## src/rtl/instr_fetch_unit_if.sv

```systemverilog
// Fetch-stage bus: instruction memory request/response and decode handshake.
// misaligned exists only when FETCH_MISALIGN_TRAP_EN is defined.
interface instr_fetch_unit_if;
    logic        PCSrc;
    logic [31:0] ImmExt;
    logic        imem_req;
    logic [31:0] imem_addr;
    logic        imem_ready;
    logic [31:0] imem_rdata;
    logic [31:0] instr;
    logic [31:0] instr_pc;
    logic        instr_valid;
    logic        instr_ready;
`ifdef FETCH_MISALIGN_TRAP_EN
    logic        misaligned;

    modport master (
        input  PCSrc, ImmExt, imem_ready, imem_rdata, instr_ready,
        output imem_req, imem_addr, instr, instr_pc, instr_valid,
        output misaligned
    );
    modport slave (
        output PCSrc, ImmExt, imem_ready, imem_rdata, instr_ready,
        input  imem_req, imem_addr, instr, instr_pc, instr_valid,
        input  misaligned
    );
`else
    modport master (
        input  PCSrc, ImmExt, imem_ready, imem_rdata, instr_ready,
        output imem_req, imem_addr, instr, instr_pc, instr_valid
    );
    modport slave (
        output PCSrc, ImmExt, imem_ready, imem_rdata, instr_ready,
        input  imem_req, imem_addr, instr, instr_pc, instr_valid
    );
`endif
endinterface

```

## src/rtl/instr_fetch_unit.sv

```systemverilog
// Stallable fetch stage: PC register, one outstanding imem request, valid/ready out.
// Optional misaligned-target trap enabled by FETCH_MISALIGN_TRAP_EN.
module instr_fetch_unit #(
    parameter logic [31:0] RESET_PC = 32'h0000_0000
) (
    input logic clk,
    input logic rst_n,
    instr_fetch_unit_if.master bus
);
`ifdef FETCH_MISALIGN_TRAP_EN
    typedef enum logic [1:0] {IDLE, FETCH, HOLD, TRAP} state_t;
`else
    typedef enum logic [1:0] {IDLE, FETCH, HOLD} state_t;
`endif

    state_t      state;
    logic [31:0] pc;
    logic [31:0] instr;
    logic [31:0] instr_pc;
    logic [31:0] next_pc;
    logic        req;
    logic        valid;
`ifdef FETCH_MISALIGN_TRAP_EN
    logic        misaligned;
`endif

    // Branch target is relative to the presented instruction, not the live PC
    assign next_pc = instr_pc + (bus.PCSrc ? bus.ImmExt : 32'd4);

    always_ff @(posedge clk or negedge rst_n) begin
        if (!rst_n) begin
            state    <= IDLE;
            pc       <= RESET_PC;
            req      <= 1'b0;
            instr    <= '0;
            instr_pc <= '0;
            valid    <= 1'b0;
`ifdef FETCH_MISALIGN_TRAP_EN
            misaligned <= 1'b0;
`endif
        end else begin
            unique case (state)
                IDLE: begin
                    state <= FETCH;
                    req   <= 1'b1;
                end
                FETCH: begin
                    if (bus.imem_ready) begin
                        instr    <= bus.imem_rdata;
                        instr_pc <= pc;
                        valid    <= 1'b1;
                        req      <= 1'b0;
                        state    <= HOLD;
                    end
                end
                HOLD: begin
                    if (bus.instr_ready) begin
                        valid <= 1'b0;
`ifdef FETCH_MISALIGN_TRAP_EN
                        if (next_pc[1:0] != 2'b00) begin
                            misaligned <= 1'b1;
                            state      <= TRAP;
                        end else begin
                            pc    <= next_pc;
                            req   <= 1'b1;
                            state <= FETCH;
                        end
`else
                        pc    <= {next_pc[31:2], 2'b00};
                        req   <= 1'b1;
                        state <= FETCH;
`endif
                    end
                end
`ifdef FETCH_MISALIGN_TRAP_EN
                TRAP: begin
                    req   <= 1'b0;
                    valid <= 1'b0;
                end
`endif
                default: state <= IDLE;
            endcase
        end
    end

    assign bus.imem_req    = req;
    assign bus.imem_addr   = pc;
    assign bus.instr       = instr;
    assign bus.instr_pc    = instr_pc;
    assign bus.instr_valid = valid;
`ifdef FETCH_MISALIGN_TRAP_EN
    assign bus.misaligned  = misaligned;
`endif

endmodule

```

## src/flat_wrapper.sv

```systemverilog
// flat-port wrapper written by rule: the top's interface ports become plain ports
module instr_fetch_unit_flat 
#(
    parameter logic [31:0] RESET_PC = 32'h0000_0000
)
  (clk, rst_n, bus_PCSrc, bus_ImmExt, bus_imem_ready, bus_imem_rdata, bus_instr_ready, bus_imem_req, bus_imem_addr, bus_instr, bus_instr_pc, bus_instr_valid);
  instr_fetch_unit_if bus_i ();
  input logic clk;
  input logic rst_n;
  input wire logic [$bits(bus_i.PCSrc)-1:0] bus_PCSrc;
  input wire logic [$bits(bus_i.ImmExt)-1:0] bus_ImmExt;
  input wire logic [$bits(bus_i.imem_ready)-1:0] bus_imem_ready;
  input wire logic [$bits(bus_i.imem_rdata)-1:0] bus_imem_rdata;
  input wire logic [$bits(bus_i.instr_ready)-1:0] bus_instr_ready;
  output wire logic [$bits(bus_i.imem_req)-1:0] bus_imem_req;
  output wire logic [$bits(bus_i.imem_addr)-1:0] bus_imem_addr;
  output wire logic [$bits(bus_i.instr)-1:0] bus_instr;
  output wire logic [$bits(bus_i.instr_pc)-1:0] bus_instr_pc;
  output wire logic [$bits(bus_i.instr_valid)-1:0] bus_instr_valid;
  assign bus_i.PCSrc = bus_PCSrc;
  assign bus_i.ImmExt = bus_ImmExt;
  assign bus_i.imem_ready = bus_imem_ready;
  assign bus_i.imem_rdata = bus_imem_rdata;
  assign bus_i.instr_ready = bus_instr_ready;
  assign bus_imem_req = bus_i.imem_req;
  assign bus_imem_addr = bus_i.imem_addr;
  assign bus_instr = bus_i.instr;
  assign bus_instr_pc = bus_i.instr_pc;
  assign bus_instr_valid = bus_i.instr_valid;
  instr_fetch_unit #(.RESET_PC(RESET_PC)) u_core (.clk(clk), .rst_n(rst_n), .bus(bus_i));
endmodule
```

## config.mk

```make
export PLATFORM = sky130hd
export DESIGN_NAME = instr_fetch_unit_flat
export DESIGN_NICKNAME = d
export VERILOG_FILES = /design/src/rtl/instr_fetch_unit_if.sv /design/src/rtl/instr_fetch_unit.sv /design/src/flat_wrapper.sv
export SDC_FILE = /design/constraint.sdc
export NUM_CORES = 1
export LEC_CHECK = 0
export CORE_ASPECT_RATIO = 2
export CORE_UTILIZATION = 47
export DETAILED_ROUTE_END_ITERATION = 12
export GPL_ROUTABILITY_DRIVEN = 0
export PLACE_DENSITY_LB_ADDON = 0.25
export REMOVE_ABC_BUFFERS = 1
export SLEW_MARGIN = 30
export SYNTH_ARGS = -nofsm -noshare
export SYNTH_HDL_FRONTEND = slang
export SYNTH_SLANG_ARGS = --single-unit
```

## constraint.sdc

```tcl
create_clock -name clk -period 3.5 [get_ports clk]
set_input_delay 0.525 -clock clk [delete_from_list [all_inputs] [get_ports clk]]
set_output_delay 0.525 -clock clk [all_outputs]
set_load 0.02 [all_outputs]
```

==> results.yml <==
sta:
  clock_skew_ps: 11.7
  holdWs_ps: 266
  setup_ws_ps: 211
  period_share_pct: 94.0
  rsz0062_at_grt: "no"
  slew_headroom_pct: 43.3
  maxSlewViolCount: 0
  fmax_ghz: 0.304
  hold_viol: 0
  setup_tns_ps: 0
  finalCriticalPeriod_ps: 3290
  setup-violations-final: 0
  tightest_slew_ps: 850
placement:
  port_buffers: 160
  hpwl_mm: 11.3
  dpl-instance-area_um2: 7390
  dp_slack_ps: -107
cts:
  cts_sinks: 96
  clk_path_buf_depth: 2
  cts-htree-levels: 3
  postCtsHoldBufs: 0
  cts_tree: "built"
  cts-root-buf: "clkbuf_16"
  cts_resized: 0
  cts_setup_buffers: 0
  insertion_delay_ps: 350
  clk_pin_slew_ps: 70
  cts_made_buffers: 9
logic_synthesis:
  syn-instance-count: 512
  ys_ff_latch: 96
  synth_warnings: 0
  synth_ff_type: "dfrtp_1"
  syn_area_per_cell_um2: 10.5
  synth.cell_area_um2: 5390
  synth_edf_count: 0
  synth.distinct_cells: 61
  seq_area_frac_synth_pct: 44.5
  synthArstFlopShare_pct: 100
global_route:
  grt_max_degree: 69
  antenna_found_initial: 0
  grt_usage_pct: 25.8
  grt_pass1_wl_mm: 24.0
  overflow: 0
  grt_pass1_vias: 4993
final_layout:
  final.fill_count: 872
  final_common_cell: "clkdlybuf4s50_1"
  nets: 799
  drive_above_1_share_pct: 18.9
  area_delta_synth_final_pct: 42.7
  n_antenna_cell: 0
  postLayoutCellArea_um2: 7700
  fin_util_pct: 68.6
  layout_common_cells: "clkdlybuf4s50_1, dfrtp_1, mux2_2"
die:
  initial_core_util_pct: 48.1
  fp.dieW_um: 77.7
  core_um2: 11200
  ioPinCount: 167
  dieArea_um2: 11900
  die_h_um: 153
  std_cell_rows: 55
critical_path:
  crit_type: "in2reg"
  critical_path.cell_chain: "clkdlybuf4s50_1 > buf_4 > and2_1 > ha_1 > and4_4 > a221o_1 > a311o_2 > buf_4 > a211oi_2 > a21oi_1 > or3_1 > a31oi_1"
  crit_path_max_incr_delay_ps: 450
  cp_top_family: "compound AO/OA/AOI/OAI gates"
  cp-start-kind: "input pin"
  reg2reg_slack_ps: 700
  crit_required_ps: 3760
  crit_top_cell: "buf_4"
  crit-reg2reg-launch: "u_core.bus.instr_pc[9]"
  crit_fanout: 11
  crit_arrival_ps: 3550
  r2r_end: "u_core.bus.imem_addr[31]"
  crit_buf_inv: 3
  crit_path_top_delay_cell: "clkdlybuf4s50_1"
  cp-end-kind: "flip-flop"
  worstRegToRegCells: 9
  crit_cells: 12
route:
  drt_iter0_drc: 168
  drtPass1Iterations: 4
  wl_per_cell_um: 17.3
  drt-vias-per-instance: 5.61
  ant_nets: 0
  dr_total_vias: 4750
  drc: 0
  routed_wl_mm: 14.7
run:
  cap_viol_max_count: 0
power_and_ir_drop:
  p_leak_uw: 0.00345
  p_per_area_nw_per_um2: 877
  vdd_ir_drop_max_mv: 0.466
min_path:
  min_path_type: "in2async"
status:
  status: "completed"
==> worst register-to-register path, delay by kind of cell (launching register included) <==
kind | cells | cell delay (ps)
simple gates | 2 | 540
fa+ha+maj | 1 | 330
buf+inv | 1 | 160
flops | 1 | 400
compound gates | 5 | 1300
==> synth_stat cells (2+ instances only) <==
cell type	count	area share, %
a31oi_1	3	0.35
nor3_1	11	1.0
nand2_1	46	3.2
xnor2_1	11	1.8
a211o_1	2	0.32
a221o_1	2	0.37
o21ai_0	23	2.1
nand3_1	10	0.93
o21a_1	9	1.3
o21ai_1	3	0.28
or2_2	2	0.23
inv_1	15	1.0
xor2_1	6	0.97
a21o_1	12	1.7
and3_1	4	0.46
clkbuf_1	25	1.7
nor2_1	14	0.97
o21bai_1	5	0.70
o31ai_1	7	0.97
mux2_2	62	13
a211oi_1	5	0.70
nor2b_1	3	0.35
or3_1	3	0.35
mux2i_1	2	0.37
a21oi_1	22	2.0
o2111a_1	2	0.42
a22oi_1	2	0.28
nor4_1	3	0.35
ha_1	29	6.7
a311oi_1	2	0.32
o31a_1	3	0.49
and2_1	29	3.4
nand2b_1	3	0.35
nand4_1	7	0.81
buf_4	4	0.56
dfrtp_1	96	45
==> routing by layer <==
| metal | track usage (%) | vias to the layer above | wire [um] |
|---|---|---|---|
| met3 | 3.46 | 47 | 517 |
| met1 | 25.0 | 2340 | 5000 |
| met5 | 0 | - | 0 |
| met2 | 50.1 | 143 | 8570 |
| li1 | - | 2220 | - |
| met4 | 14.7 | 0 | 588 |
==> final cells by class <==
| class | count | area (um^2) | area share (%) |
|---|---|---|---|
| well taps | 142 | 178 | 2.31 |
| inverters | 15 | 56.3 | 0.731 |
| repair buffers | 203 | 1920 | 25.0 |
| multi-input cells | 375 | 2830 | 36.8 |
| clock buffers | 10 | 239 | 3.10 |
| clock inverters | 5 | 66.3 | 0.862 |
| flip-flops and latches | 96 | 2400 | 31.2 |
==> where the power goes <==
group	internal (uW)	total, uW	switching [uW]
logic	1860	3720	1860
registers	1640	2020	383
clock network	577	1010	432
==> cell families (layout without fill, tap and decap cells) <==
group,count (synthesis),count (layout),synth area share (%)
other cells,1,4,0.0695
buf+inv,44,233,3.34
fa+ha+maj,30,30,7.10
xor+xnor,17,17,2.76
simple gates,138,138,12.9
flops,96,96,44.5
mux,64,64,13.3
compound gates,122,122,16.0
==> registers in the layout, summed over array words and instances (netlist names) <==
register	count
u_core.bus.instr_valid	1
u_core.bus.instr_pc	30
u_core.state	2
u_core.bus.imem_req	1
u_core.bus.instr	32
u_core.bus.imem_addr	30
==> through the flow <==
stage          power [uW]  std cells
3_3_place_gp         5640        831
4_1_cts              6790        846
3_5_place_dp         5760        831
6_report             6750        846
2_1_floorplan        4040        486
5_1_grt              7130        846
==> how the worst max path moves through the flow <==
stage	from	slack [ps]	endpoint
after CTS	bus_PCSrc	240	u_core.bus.imem_addr[31]
after detailed placement	bus_PCSrc	-110	u_core.bus.imem_addr[31]
after global routing	bus_PCSrc	20	u_core.bus.imem_addr[31]
after floorplan	bus_ImmExt[9]	560	u_core.bus.imem_addr[29]
final	bus_PCSrc	210	u_core.bus.imem_addr[31]
after global placement	bus_PCSrc	-40	u_core.bus.imem_addr[29]
(Power assumes the default switching activity.)
